## src/rtl/alu_sequencer.sv

```systemverilog
// Fetch/execute sequencer that issues instructions to the ALU and acts on its result strobes.
// Optional feature: define SEQ_STEP_EN to gate instruction acceptance with the step input.
module alu_sequencer #(
  parameter int PC_W = 8
) (
  input  logic            clk,
  input  logic            rst,
`ifdef SEQ_STEP_EN
  input  logic            step,
`endif
  input  logic [7:0]      instr,
  input  logic            instr_valid,
  output logic            instr_ready,
  output logic [PC_W-1:0] pc,
  output logic [1:0]      alu_opcode,
  output logic [3:0]      alu_addrs,
  output logic [7:0]      alu_din0,
  output logic [7:0]      alu_din1,
  input  logic [7:0]      alu_dout,
  input  logic            alu_carry,
  input  logic            alu_borrow,
  input  logic            alu_carry_en,
  input  logic            alu_bcf,
  input  logic            alu_mem_write,
  input  logic            alu_mem_read,
  input  logic            alu_toggle,
  output logic [7:0]      mem_addr,
  output logic [7:0]      mem_wdata,
  output logic            mem_we,
  output logic            mem_re,
  input  logic [7:0]      mem_rdata,
  input  logic            mem_ack,
  output logic            carry_flag,
  output logic            toggle_out
);

  typedef enum logic [1:0] {IDLE, FETCH, EXEC, MEM} state_t;

  state_t          state, state_next;
  logic [7:0]      ir;
  logic [7:0]      rf [4];
  logic            accept;
  logic [PC_W-1:0] pc_inc;
  logic [PC_W-1:0] branch_target;

  assign alu_opcode    = ir[7:6];
  assign alu_addrs     = ir[5:2];
  assign alu_din0      = rf[0];
  assign alu_din1      = rf[ir[1:0]];
  assign accept        = instr_valid & instr_ready;
  assign pc_inc        = pc + PC_W'(1);
  assign branch_target = PC_W'(alu_dout);

  always_ff @(posedge clk or posedge rst) begin
    if (rst) begin
      state <= IDLE;
    end else begin
      state <= state_next;
    end
  end

  always_comb begin
    state_next  = state;
    instr_ready = 1'b0;
    case (state)
      IDLE: begin
        state_next = FETCH;
      end
      FETCH: begin
`ifdef SEQ_STEP_EN
        instr_ready = step;
`else
        instr_ready = 1'b1;
`endif
        if (instr_valid && instr_ready) begin
          state_next = EXEC;
        end
      end
      EXEC: begin
        if (alu_mem_write || alu_mem_read) begin
          state_next = MEM;
        end else begin
          state_next = FETCH;
        end
      end
      MEM: begin
        if (mem_ack) begin
          state_next = FETCH;
        end
      end
      default: state_next = IDLE;
    endcase
  end

  // Architectural state: one strobe acts per EXEC; the carry flag updates independently of it.
  always_ff @(posedge clk or posedge rst) begin
    if (rst) begin
      ir         <= '0;
      pc         <= '0;
      carry_flag <= 1'b0;
      toggle_out <= 1'b0;
      mem_addr   <= '0;
      mem_wdata  <= '0;
      mem_we     <= 1'b0;
      mem_re     <= 1'b0;
      for (int i = 0; i < 4; i++) begin
        rf[i] <= '0;
      end
    end else begin
      case (state)
        FETCH: begin
          if (accept) begin
            ir <= instr;
          end
        end
        EXEC: begin
          if (alu_carry_en) begin
            if (ir[7:6] == 2'd0) begin
              carry_flag <= alu_carry;
            end else if (ir[7:6] == 2'd1) begin
              carry_flag <= alu_borrow;
            end
          end
          if (alu_mem_write) begin
            mem_addr  <= rf[0];
            mem_wdata <= rf[ir[1:0]];
            mem_we    <= 1'b1;
          end else if (alu_mem_read) begin
            mem_addr <= rf[ir[1:0]];
            mem_re   <= 1'b1;
          end else if (alu_bcf) begin
            pc <= carry_flag ? pc_inc : branch_target;
          end else if (alu_toggle) begin
            toggle_out <= ~toggle_out;
            pc         <= pc_inc;
          end else begin
            if (ir[7:6] == 2'd3) begin
              rf[ir[3:2]] <= alu_dout;
            end else begin
              rf[0] <= alu_dout;
            end
            pc <= pc_inc;
          end
        end
        MEM: begin
          if (mem_ack) begin
            if (mem_re) begin
              rf[0] <= mem_rdata;
            end
            mem_we <= 1'b0;
            mem_re <= 1'b0;
            pc     <= pc_inc;
          end
        end
        default: ;
      endcase
    end
  end

endmodule

```

## config.mk

```make
export PLATFORM = sky130hd
export DESIGN_NAME = alu_sequencer
export DESIGN_NICKNAME = d
export VERILOG_FILES = /design/src/rtl/alu_sequencer.sv
export SDC_FILE = /design/constraint.sdc
export NUM_CORES = 1
export LEC_CHECK = 0
export BUFFER_PORTS_ARGS = -buffer_cell sky130_fd_sc_hd__buf_2
export CAP_MARGIN = 20
export CORE_MARGIN = 10
export CORE_UTILIZATION = 53
export DETAILED_ROUTE_END_ITERATION = 10
export PLACE_DENSITY = 0.8
export SETUP_SLACK_MARGIN = 0.2
export SYNTH_ARGS = -nofsm -noshare
export SYNTH_HDL_FRONTEND = slang
export SYNTH_SLANG_ARGS = --single-unit
```

## constraint.sdc

```tcl
create_clock -name clk -period 2.8 [get_ports clk]
set_clock_uncertainty 0.1 [all_clocks]
set_input_delay 0.42 -clock clk [delete_from_list [all_inputs] [get_ports clk]]
set_output_delay 0.42 -clock clk [all_outputs]
set_load 0.005 [all_outputs]
```

## Yosys cells after proc, flatten, opt, wreduce, memory -nomap -nowiden

Index checks and enable logic that the tools add are counted.

| cells by class | value |
|---|---|
| muxes and demuxes | 36 |
| order comparisons | 3 |
| reduce and logical (&&, ||, !) cells | 18 |
| equal/unequal tests | 14 |
| shift operators | 0 |
| $mul | 0 |
| div/mod/pow operators | 0 |
| add/subtract/negate cells | 1 |
| bitwise logic cells | 8 |

Operators by type and width:

| kind | number |
|---|---|
| 32-bit two-way mux | 4 |
| 8-bit two-way mux | 13 |
| 32-bit bitwise mux | 1 |
| 8-bit one-hot mux with 2 select lines | 2 |
| 24-bit two-way mux | 1 |
| 2-bit inequality test, second input constant | 9 |
| 8-bit binary-select mux with 2-bit select | 1 |
| 8-bit demux with 2-bit select | 1 |
| 8-bit by 1-bit adder with 8-bit output, second input constant | 1 |
| 2-bit one-hot mux with 4 select lines | 1 |
| 2-bit AND reduction | 4 |
| 4-bit AND reduction | 2 |
| 1-bit two-way mux | 7 |
| 7-bit AND reduction | 1 |
| 2-bit == test, second input constant | 3 |
| 3-bit >= comparator, second input constant | 2 |
| 2-bit two-way mux | 3 |
| 2-bit NOT with 3-bit output | 2 |
| 3-bit AND reduction | 2 |
| 6-bit AND reduction | 1 |
| 2-bit nonzero test | 3 |
| 1-bit NOT | 5 |
| 5-bit AND reduction | 1 |
| 2-bit by 1-bit == test with 1-bit output, second input constant | 2 |
| other kinds (6) | 8 |

| storage, ports and cells | value |
|---|---|
| bits of input ports | 35 |
| output and inout port bits | 51 |
| RAM bits | 0 |
| register bits | 70 |
| memory bits (read-only) | 0 |
| memories | 0 |
| bits in latches | 0 |
| logic and storage cells | 93 |

## Longest topological paths before layout

| logic depth | value |
|---|---|
| word-level depth | 12 |
| mapped depth | 9 |

## Least setup slack after synthesis

OpenSTA, ideal clock, no wires.

| timing | value |
|---|---|
| kind | flip-flop to flip-flop |
| start | register state[0] |
| end | register rf (netlist bit alu_din0[0]) |
| required time | 2.575 ns |
| cell stages (with the launch flop) | 10 |
| period minus slack after synthesis | 2.429 ns |
| data arrival time | 2.205 ns |
| setup slack | 0.371 ns |
| buffers on the path | 3 |
| cell sequence | dfrtp_1 -> inv_1 -> ha_1 -> buf_6 -> o21a_1 -> buf_2 -> or3_1 -> clkbuf_2 -> nor3_4 -> mux2_2 |

| on the way | value |
|---|---|
| word-level cells in the longest chain between the ends | 3 |
| elaborated cells on any way between the ends | 11 |
| classes of those cells | eq/ne: 8; mux: 1; reduce/logical: 2 |

Ends and longest elaborated chain:

| what | line | source |
|---|---|---|
| from (decl) | 39 | `state_t state, state_next;` |
| from (signal assigned) | 58 | `state <= state_next;` |
| 2-bit == test | 110 | `case (state)` |
| 2-bit inequality test (no line) / 2-bit nonzero test (equally long branches) | - |  |
| 7-bit AND reduction (no line) | - |  |
| to (signal, indexed assignment) | 138 | `rf[ir[3:2]] <= alu_dout;` |
| to (decl) | 41 | `logic [7:0] rf [4];` |

Parallel ways exist; a longest one is shown, timed or not.
A chain may end at the register's enable or synchronous reset.

## Worst setup path after layout

| timing | value |
|---|---|
| start | register state[0] |
| end | register rf (netlist bit alu_din0[7]) |

The elaborated chain is that of the path after synthesis.

==> flow_metrics.tcl <==
set metrics [dict create \
    postCtsSetupRepairBufs 0 \
    synth_seq_area_share 0.508 \
    cp-end-kind "flop" \
    viasPerCell 5.78 \
    worstSetupPathType "flop to flop" \
    fin_ws_ps 338 \
    synth_edf_count 0 \
    synthArstFlopShare 1.00 \
    dr.pass1.iters 4 \
    pwr-share-comb 0.353 \
    io_buffers 85 \
    finalWirelength_um 8260 \
    nets 395 \
    maxSlewHeadroom 0.555 \
    crit_required_ps 2920 \
    ys_types 43 \
    route.vias.total 2526 \
    core_um2 6350 \
    status "complete, no violations" \
    reg2reg_slack_ps 340 \
    clk_latency_ps 340 \
    rsz0062_at_grt "false" \
    io_pins 86 \
    power_frac_seq 0.450 \
    grt-ovfl-total 0 \
    drc 0 \
    syn2layout_area_growth_pct 16.6 \
    cts_num_sinks 70 \
    die_y_um 101 \
    synth_cells 281 \
    path_max_fanout 10 \
    grt_pass1_wl_um 13000 \
    design_power_total_uw 3650 \
    fin_crit_sh 0.879 \
    synth_area_um2 3450 \
    setup-violations-final 0 \
    clockRootBuffer "clkbuf_8" \
    hp-class "input pin to async pin" \
    ant_nets 0 \
    layout_min_cycle_time_ps 2460 \
    arrival_ps 2590 \
    antenna_found_initial 0 \
    clk_pin_slew_ps 70 \
    power_switching_uw 1320 \
    num_rows 29 \
    max_cap_viol_count 0 \
    num_antenna_cells 0 \
    hold_viol_final 0 \
    initial_core_util 0.543 \
    grt_max_degree 33 \
    intPower_uw 2340 \
    swShare 0.361 \
    ys_ff_latch 70 \
    max_freq_ghz 0.406 \
    die_area_um2 10100 \
    track_usage 0.161 \
    worst_pin_slew_ps 667 \
    drive_gt1_frac 0.458 \
    grt_pass1_vias 2572 \
    drt-initial-drc-count 138 \
    postCtsResizedCells 0 \
    power_density_nw_per_um2 910 \
    slew_violations 0 \
    clockPowerShare 0.197 \
    wl_per_cell_um 18.9 \
    p_leak_uw 0.00204 \
    ys_warn_count 0 \
    cts_buffer_depth 2 \
    syn_area_per_cell_um2 12.3 \
    fp.dieW_um 101 \
    dp_hpwl_um 6280 \
    postCtsHoldBufs 0 \
    fin_setup_tns_ps 0 \
    worstSetupStartpointType "flop" \
    ir_drop_mv 0.701 \
    htree_levels 3 \
    synth.net_count 321 \
    numCtsBuffers 9 \
    ys.flop_type "dfrtp_1" \
    cts_tree "done" \
    post-place-ws_ps 303 \
    gp_congestion 0.804 \
]
-- cells in the final DEF (no fill, tap or decap), types with 4 or more instances in the layout --
cell       instances
o21ai_0           11
buf_2             85
nand3_1            8
mux2_2            47
mux4_2             8
nor2_1            14
buf_4              5
inv_1              6
mux2i_1           10
ha_1               5
a22o_1             8
a21oi_1           21
dfrtp_1           70
nand2_1           10
clkbuf_8          10
a2bb2oi_1          4
-- synth_stat cells, types with 5 or more instances --
library cell | instances | share of area
dfrtp_1 | 70 | 0.51
o21ai_0 | 11 | 0.016
buf_4 | 14 | 0.031
nor2_1 | 14 | 0.015
a21oi_1 | 21 | 0.031
inv_1 | 7 | 0.0076
clkbuf_1 | 8 | 0.0087
mux2i_1 | 10 | 0.029
a22o_1 | 8 | 0.020
nand3_1 | 8 | 0.012
nand2_1 | 10 | 0.011
mux2_2 | 47 | 0.15
ha_1 | 5 | 0.018
mux4_2 | 8 | 0.052
-- logic make-up after synthesis --
group	count (synthesis)	share of synthesized area
AOI/OAI and AO/OA	52	0.0944
xor gates and xnor gates	1	0.00254
adders and majority gates	5	0.0182
buffers and inverters	34	0.0552
DFF	70	0.508
muxes	66	0.238
and+or+nand+nor	53	0.0832
-- power groups by stage --
| stage | clock (uW) | combinational [uW] | sequential (uW) |
|---|---|---|---|
| floorplan | 0 | 984 | 1550 |
| global placement | 0 | 1270 | 1640 |
| detailed placement | 0 | 1310 | 1670 |
| CTS | 738 | 1310 | 1650 |
| global route | 770 | 1440 | 1700 |
| finish | 720 | 1290 | 1640 |
-- worst max-delay path, stage by stage (launching register included) --
cell and delay [ps]:
dfrtp_1 420, inv_1 70, ha_1 310, o21a_1 160, or3_1 500, nor3_4 410, mux2_2 390
-- cell type report --
| type | count | area (um^2) |
|---|---|---|
| inverters | 7 | 26.3 |
| clock inverters | 6 | 37.5 |
| flip-flops and latches | 70 | 1750 |
| repair buffers | 90 | 463 |
| clock buffers | 10 | 138 |
| fillers | 507 | 2330 |
| multi-input cells | 177 | 1500 |
| well taps | 77 | 96.3 |
-- state kept, by name (all words and copies together) (netlist names) --
| register | flops |
|---|---|
| state | 2 |
| toggle_out | 1 |
| ir | 8 |
| mem_we | 1 |
| pc | 8 |
| mem_wdata | 8 |
| rf | 24 |
| mem_addr | 8 |
| mem_re | 1 |
| alu_din0 | 8 |
| carry_flag | 1 |
-- stage by stage --
step	instances	hold slack [ps]	cell area, um^2	utilization
floorplan	281	359	3450	-
global placement	421	355	3840	0.605
detailed placement	421	365	3840	0.605
CTS	437	83.0	4020	0.633
global route	437	123	4020	0.633
finish	437	68.9	4020	0.633
-- final timing paths --
check / startpoint / endpoint / cells after the start
setup / recovery: state[0]$_DFFE_PP0P_ / alu_din0[7]$_DFFE_PP0P_ / 6
hold / removal: rst / rf[23]$_DFFE_PP0P_ / 2
setup reg to reg: state[0]$_DFFE_PP0P_ / alu_din0[7]$_DFFE_PP0P_ / 6
hold reg to reg: toggle_out$_DFFE_PP0P_ / toggle_out$_DFFE_PP0P_ / 1
max in group asynchronous: rst / mem_wdata[5]$_DFFE_PP0P_ / 3
min in group clk: instr[4] / ir[4]$_DFFE_PP0P_ / 2
-- metal layers --
layer  track usage  share of wire
met5             0              0
met4        0.0565         0.0069
met3        0.0528          0.082
met2         0.252           0.47
met1         0.204           0.44
Note: power is estimated with default switching activity, not from simulation.
